**src/rtl/alsu_result_buffer.sv**
```systemverilog
`default_nettype none
// ============================================================================
//  Module      : alsu_result_buffer
//  Description : Show-ahead FIFO that captures qualified ALSU results, tags
//                invalid ones, and keeps drop/invalid statistics plus a
//                running sum of valid results drained by the consumer.
//  Revision    : 1.0  initial release
// ============================================================================
module alsu_result_buffer #(
    parameter int DATA_W = 6,
    parameter int DEPTH  = 8,
    parameter int CNT_W  = 16
) (
    input  logic                     clk,
    input  logic                     rst,
    input  logic                     in_valid,
    input  logic [DATA_W-1:0]        in_out,
    input  logic [15:0]              in_leds,
    input  logic [2:0]               in_opcode,
    input  logic                     flush,
    output logic                     out_valid,
    input  logic                     out_ready,
    output logic [DATA_W-1:0]        out_data,
    output logic [2:0]               out_opcode,
    output logic                     out_invalid,
    output logic [$clog2(DEPTH):0]   count,
    output logic                     full,
    output logic                     empty,
    output logic [15:0]              drop_count,
    output logic [15:0]              invalid_count,
    output logic [CNT_W-1:0]         acc
);

    localparam int              AW       = $clog2(DEPTH);
    localparam int              EW       = DATA_W + 4;
    localparam logic [AW:0]     FULL_CNT = (AW+1)'(DEPTH);
    localparam logic [15:0]     SAT_MAX  = 16'hFFFF;

    // Entry layout: {invalid, opcode[2:0], data[DATA_W-1:0]}
    logic [EW-1:0]      mem_q [DEPTH];

    logic [AW-1:0]      rd_ptr_q, rd_ptr_d;
    logic [AW-1:0]      wr_ptr_q, wr_ptr_d;
    logic [AW:0]        count_q, count_d;
    logic [15:0]        drop_q, drop_d;
    logic [15:0]        inv_q, inv_d;
    logic [CNT_W-1:0]   acc_q, acc_d;

    logic               pop_req;
    logic               push;
    logic               pop;
    logic               drop;
    logic               in_invalid;
    logic [EW-1:0]      head;

    assign empty       = (count_q == '0);
    assign full        = (count_q == FULL_CNT);
    assign count       = count_q;
    assign out_valid   = !empty;
    assign head        = mem_q[rd_ptr_q];
    assign out_data    = head[DATA_W-1:0];
    assign out_opcode  = head[DATA_W+2:DATA_W];
    assign out_invalid = head[EW-1];
    assign drop_count    = drop_q;
    assign invalid_count = inv_q;
    assign acc           = acc_q;

    assign in_invalid = (in_leds != 16'h0000);

    // Handshake qualification; flush masks every push, pop and drop this cycle.
    // A pop on a full FIFO frees the slot that a same-cycle push then uses.
    assign pop_req = out_valid && out_ready;
    assign pop     = pop_req && !flush;
    assign push    = in_valid && (!full || pop_req) && !flush;
    assign drop    = in_valid && full && !pop_req && !flush;

    // Next-state for pointers, occupancy and statistics.
    always_comb begin
        rd_ptr_d = rd_ptr_q;
        wr_ptr_d = wr_ptr_q;
        count_d  = count_q;
        drop_d   = drop_q;
        inv_d    = inv_q;
        acc_d    = acc_q;

        if (flush) begin
            rd_ptr_d = '0;
            wr_ptr_d = '0;
            count_d  = '0;
        end else begin
            if (push) begin
                wr_ptr_d = wr_ptr_q + AW'(1);
            end
            if (pop) begin
                rd_ptr_d = rd_ptr_q + AW'(1);
            end
            if (push && !pop) begin
                count_d = count_q + (AW+1)'(1);
            end else if (pop && !push) begin
                count_d = count_q - (AW+1)'(1);
            end
            if (drop && (drop_q != SAT_MAX)) begin
                drop_d = drop_q + 16'd1;
            end
            if (push && in_invalid && (inv_q != SAT_MAX)) begin
                inv_d = inv_q + 16'd1;
            end
            if (pop && !out_invalid) begin
                acc_d = acc_q + CNT_W'(out_data);
            end
        end
    end

    // Control state register with asynchronous active-low reset.
    always_ff @(posedge clk or negedge rst) begin
        if (!rst) begin
            rd_ptr_q <= '0;
            wr_ptr_q <= '0;
            count_q  <= '0;
            drop_q   <= '0;
            inv_q    <= '0;
            acc_q    <= '0;
        end else begin
            rd_ptr_q <= rd_ptr_d;
            wr_ptr_q <= wr_ptr_d;
            count_q  <= count_d;
            drop_q   <= drop_d;
            inv_q    <= inv_d;
            acc_q    <= acc_d;
        end
    end

    // Storage array; contents survive reset since occupancy alone marks validity.
    always_ff @(posedge clk) begin
        if (push) begin
            mem_q[wr_ptr_q] <= {in_invalid, in_opcode, in_out};
        end
    end

endmodule
`default_nettype wire

```
**config.mk**
```make
export PLATFORM = sky130hd
export DESIGN_NAME = alsu_result_buffer
export DESIGN_NICKNAME = d
export VERILOG_FILES = /design/src/rtl/alsu_result_buffer.sv
export SDC_FILE = /design/constraint.sdc
export NUM_CORES = 1
export LEC_CHECK = 0
export ABC_CLOCK_PERIOD_IN_PS = 7300
export BUFFER_PORTS_ARGS = -buffer_cell sky130_fd_sc_hd__buf_2
export CORE_UTILIZATION = 45
export DETAILED_ROUTE_END_ITERATION = 7
export HOLD_SLACK_MARGIN = 0.15
export MAX_ROUTING_LAYER = met4
export PLACE_DENSITY_LB_ADDON = 0.2
export SLEW_MARGIN = 20
export SYNTH_ARGS = -nofsm -noshare
export SYNTH_HDL_FRONTEND = slang
export SYNTH_SLANG_ARGS = --single-unit
```
**constraint.sdc**
```tcl
create_clock -name clk -period 7.3 [get_ports clk]
set_input_delay 0.73 -clock clk [delete_from_list [all_inputs] [get_ports clk]]
set_output_delay 0.73 -clock clk [all_outputs]
set_load 0.02 [all_outputs]
```
Yosys cells after proc, flatten, opt, wreduce, memory -nomap -nowiden:

Memories as Yosys holds them, arrays and structs flattened.
Index checks and enable logic that the tools add are counted.

* bits in registers: 58
* bits in writable memories: 80
* input port bits: 30
* output and inout port bits: 65
* logic and storage cells: 56
* memories: 1

Memory list
* mem_q: words 8, bits a word 10, rd ports 1, clocked after Yosys merged registers in 0, write ports 1, RTL line 40 `logic [EW-1:0] mem_q [DEPTH];`

* add/subtract/negate cells: 7
* eq/ne operators: 3
* mux-type cells: 9
* bitwise operators: 1
* reductions and logical operators: 29

Operator list (number)
* $add 16x1->16 const B: 2
* $ne 16x16->1 const B: 2
* $add 16x6->16: 1
* $reduce_bool 16->1: 1
* $logic_and 1x1->1: 13
* $mux 3: 4
* $mux 4: 3
* $logic_not 1->1: 7
* $add 3x1->3 const B: 2
* $reduce_and 2->1: 3
* $add 4x1->4 const B: 1
* $eq 4x4->1 const B: 1
* $logic_not 4->1: 1
* $reduce_bool 2->1: 2
* $sub 4x1->4 const B: 1
* $reduce_bool 3->1: 1
* $mux 1: 2
* $logic_or 1x1->1: 1
* $not 1->1: 1

Logic depth before layout (Yosys ltp):

* depth after elaboration: 11
* gate-level depth with buffers: 11
* depth with buffers taken out: 9

Worst setup path after synthesis:

No wires, ideal clock.

* path kind: register to register
* start point: reg rd_ptr_q[0]
* end point: reg acc_q[10] (netlist: acc[10])
* library setup time: 0.133 ns
* arrival time: 3.707 ns
* setup slack: 3.460 ns
* cell stages (with the launch flop): 12
* period minus slack after synthesis: 3.840 ns
* path through: dfrtp_1 -> buf_1 -> buf_2 -> mux4_2 -> mux2_2 -> ha_1 -> fa_1 -> a211oi_1 -> o21bai_1 -> a21oi_1 -> nor4b_2 -> xor2_1

RTL lines
* start, declared: RTL line 42 `logic [AW-1:0] rd_ptr_q, rd_ptr_d;`
* start signal, assigned: RTL line 124 `rd_ptr_q <= rd_ptr_d;`
* $mem_v2 8x10
* net out_data[0]: RTL line 23 `output logic [DATA_W-1:0] out_data,`
* $add 16x6->16: RTL line 109 `acc_d = acc_q + CNT_W'(out_data);`
* end signal, assigned: RTL line 122 `acc_q <= '0;`
* end signal, assigned: RTL line 129 `acc_q <= acc_d;`
* end, declared: RTL line 47 `logic [CNT_W-1:0] acc_q, acc_d;`

The timed path passes the listed nets, and every way through them passes these cells.
A chain may end at the register's enable or synchronous reset.

Worst setup path in the final report:

* start point: reg rd_ptr_q[0]
* end point: reg acc_q[10] (netlist: acc[10])

* longest elaborated chain between the ends: 4

RTL lines
* $mem_v2 8x10 (*)
* branches (longest 3 deep; another with $add 16x6->16)

Every way passes the cells marked *.

==> results_dict.tcl <==
set metrics [dict create \
    outcome "finished, final reports clean" \
    worstMarginPinSlew_ns 1.05 \
    cts_inserted_buffers 17 \
    slew_violations 0 \
    area_growth_syn_to_layout_pct 23.0 \
    drc_errors 0 \
    setup_viol 0 \
    slew_headroom_pct 29.9 \
    postSynthNetCount 461 \
    crit_type "flip-flop to flip-flop" \
    n_antenna_cell 0 \
    rr_endpoint "acc[10]$_DFFE_PN0P_" \
    required_ns 7.59 \
    wirelength_um 12100 \
    synth_ff_type "edfxtp_1" \
    cts.repair.resized 0 \
    power.density_mw_per_mm2 357 \
    gr-total-overflow 0 \
    rr_worst_depth 10 \
    dp_cells 678 \
    place.gp.congestion 0.786 \
    skew_ns 0.00600 \
    synth_edf_count 80 \
    timing.rr.start "rd_ptr_q[0]$_DFFE_PN0P_" \
    die-area_mm2 0.0140 \
    yosysWarnings 0 \
    root_buffer "clkbuf_16" \
    clock_latency_ns 0.42 \
    drive_above_1_share_pct 32.6 \
    synth-seq-cells 138 \
    p_comb_share_pct 25.9 \
    postRouteAntennaNets 0 \
    grt_pass1_vias 3913 \
    met1Wirelength_um 5410 \
    via_per_inst 5.28 \
    yosys.area.top_type_share_pct 39.4 \
    wire_per_inst_um 17.1 \
    fmax_mhz 261 \
    path_clk_slew_ns 0.06 \
    drt_iter0_drc 239 \
    grt_max_degree 59 \
    finalNonFillerCells 710 \
    htree_num_levels 4 \
    avgSynthCellArea_um2 14.6 \
    wl_met2_um 6140 \
    p_clk_share_pct 37.1 \
    cp-start-kind "flip-flop" \
    worst_ep_arrival_time_ns 4.12 \
    cts_setup_buffers 0 \
    ir_worst_vdd_v 0.000166 \
    start_util_pct 46.1 \
    finalCritPeriodShare_pct 52.5 \
    die_w_um 118 \
    globalRouteTotalUtil_pct 19.8 \
    die_y_um 118 \
    syn_area_mm2 0.00610 \
    p_leak_nw 3.12 \
    cap_violations 0 \
    cts_hold_buf 0 \
    io_pins 95 \
    dp_hpwl_um 7880 \
    min_period_ns 3.83 \
    met3WireLength_um 425 \
    async_flop_share_pct 42.0 \
    portBuffers 94 \
    ys_types 41 \
    p_sw_w 0.000801 \
    clock-sinks 138 \
    swShare_pct 29.9 \
    final_nets 565 \
    drt_pass1_iterations 4 \
    clk_path_buf_depth 2 \
    rows 42 \
    hold_viol 0 \
    synth_seq_area_share_pct 63.1 \
    synth_cells 417 \
    pwr-share-seq_pct 37.0 \
    netlist_top_cells_area "edfxtp_1, dfrtp_1, mux4_2, xor2_1, xnor2_1" \
    antenna_found_initial 0 \
    cp-end-kind "flip-flop" \
    path_max_fanout 12 \
    maxUsedRoutingLayer "met4" \
    rsz0062_at_grt "false" \
    r2r_slack_ns 3.47 \
    hp-class "primary input to async pin" \
    cts_tree "done" \
    power.internal_w 0.00188 \
    vias 3750 \
    grt_pass1_wl_um 20400 \
    yosysTopAreaCell "edfxtp_1" \
    finalSetupTns_ns 0 \
    fillCellCount 1115 \
    core_mm2 0.0132 \
]
## metrics by stage
step                      area, um2  hold WS (ns)  utilization [%]  power (W)  worst slack (ns)
after floorplan                6100         0.434                -    0.00150              3.46
after global placement         6800         0.458             51.4    0.00170              3.52
after detailed placement       6810         0.473             51.4    0.00171              3.44
after CTS                      7490         0.489             56.5    0.00271              3.42
after global routing           7500         0.505             56.7    0.00282              3.15
final                          7500         0.468             56.7    0.00268              3.47
## synth_stat cells, types with 4 or more instances
library cell	count
xnor2_1	21
dfrtp_1	58
nand3_1	11
nand4_1	12
mux2_2	13
o211ai_1	5
mux4_2	20
edfxtp_1	80
ha_1	12
and4_1	5
nor2_1	29
inv_1	10
xor2_1	30
nor3_1	11
nand2b_1	4
and3_1	4
nand2_1	21
mux2i_1	4
a21oi_1	5
clkbuf_1	8
nor4_1	10
o21ai_0	8
## placed cells by master, fill, tap and decap left out, types with 2 or more instances in the layout
master	Yosys	layout
fa_1	2	2
xor2_1	30	30
nand4_1	12	12
nor3b_2	2	2
o211ai_1	5	5
o21ai_0	8	8
or3_1	2	2
nor2_1	29	26
o21ai_1	3	3
nand2b_1	4	4
inv_1	10	10
clkbuf_16	0	17
buf_2	2	94
and3_1	4	4
nand2_1	21	21
buf_4	0	3
ha_1	12	12
nor4b_2	3	3
nor3_1	11	7
nor4_1	10	9
clkbuf_1	8	3
mux2_2	13	13
nor2b_1	2	2
dfrtp_1	58	58
a21o_1	3	3
xnor2_1	21	21
nand3_1	11	11
a211oi_1	3	3
nor2_2	0	3
a21oi_1	5	5
bufinv_16	0	7
nor3_2	0	3
and4_1	5	5
or2_2	2	2
edfxtp_1	80	80
o21bai_1	2	2
or4b_1	2	2
mux2i_1	4	4
mux4_2	20	20
## metal layers
| metal | GRT usage [%] | vias up |
|---|---|---|
| met2 | 31.4 | 75 |
| met3 | 4.97 | 13 |
| met1 | 24.5 | 1882 |
| met4 | 7.67 | 0 |
| met5 | - | - |
| li1 | - | 1780 |
## worst max-delay path, stage by stage (launching register included)
cell	delay (ns)
dfrtp_1	0.77
buf_4	0.37
mux4_2	0.52
mux2_2	0.30
ha_1	0.24
fa_1	0.44
a211oi_1	0.26
o21bai_1	0.11
a21oi_1	0.42
nor4b_2	0.12
xor2_1	0.16
## registers in the layout, indices dropped and copies added (netlist names)
register and cells:
mem_q 80, rd_ptr_q 3, wr_ptr_q 3, invalid_count 16
drop_count 16, count 4, acc 16
## logic make-up (layout without fill, tap and decap cells)
family	count (synthesis)	after routing	synth area share, %
buffers and inverters	22	139	1.39
adders and majority gates	14	14	3.12
DFF	138	138	63.1
and+or+nand+nor	123	123	11.2
xor gates and xnor gates	51	51	7.32
muxes	38	38	10.6
AOI/OAI and AO/OA	31	31	3.18
## worst max-delay path by stage
| stage | from | depth (start not counted) | end | slack, ns |
|---|---|---|---|---|
| 2_1_floorplan | rd_ptr_q[0]$_DFFE_PN0P_ | 11 | acc[10]$_DFFE_PN0P_ | 3.46 |
| 3_3_place_gp | rd_ptr_q[0]$_DFFE_PN0P_ | 10 | acc[10]$_DFFE_PN0P_ | 3.52 |
| 3_5_place_dp | rd_ptr_q[0]$_DFFE_PN0P_ | 10 | acc[10]$_DFFE_PN0P_ | 3.44 |
| 4_1_cts | rd_ptr_q[0]$_DFFE_PN0P_ | 10 | acc[10]$_DFFE_PN0P_ | 3.42 |
| 5_1_grt | rd_ptr_q[0]$_DFFE_PN0P_ | 10 | acc[14]$_DFFE_PN0P_ | 3.15 |
| 6_report | rd_ptr_q[0]$_DFFE_PN0P_ | 10 | acc[10]$_DFFE_PN0P_ | 3.47 |
## power groups by stage
stage,clock network (W),logic [W],registers [W]
final,0.000994,0.000696,0.000992
after global routing,0.00104,0.000766,0.00101
after CTS,0.00101,0.000706,0.000995
after detailed placement,0,0.000700,0.00101
after global placement,0,0.000690,0.00101
after floorplan,0,0.000468,0.00103
## layout make-up
| cell class | instances | area (um2) | area share [%] |
|---|---|---|---|
| inverter | 10 | 37.5 | 0.500 |
| clock inverter | 12 | 244 | 3.25 |
| timing repair buffer | 97 | 493 | 6.57 |
| sequential | 138 | 3850 | 51.4 |
| clock buffer | 20 | 437 | 5.82 |
| multi-input combinational | 257 | 2220 | 29.6 |
| tap | 176 | 220 | 2.93 |
Power figures use the tool's default switching activity.
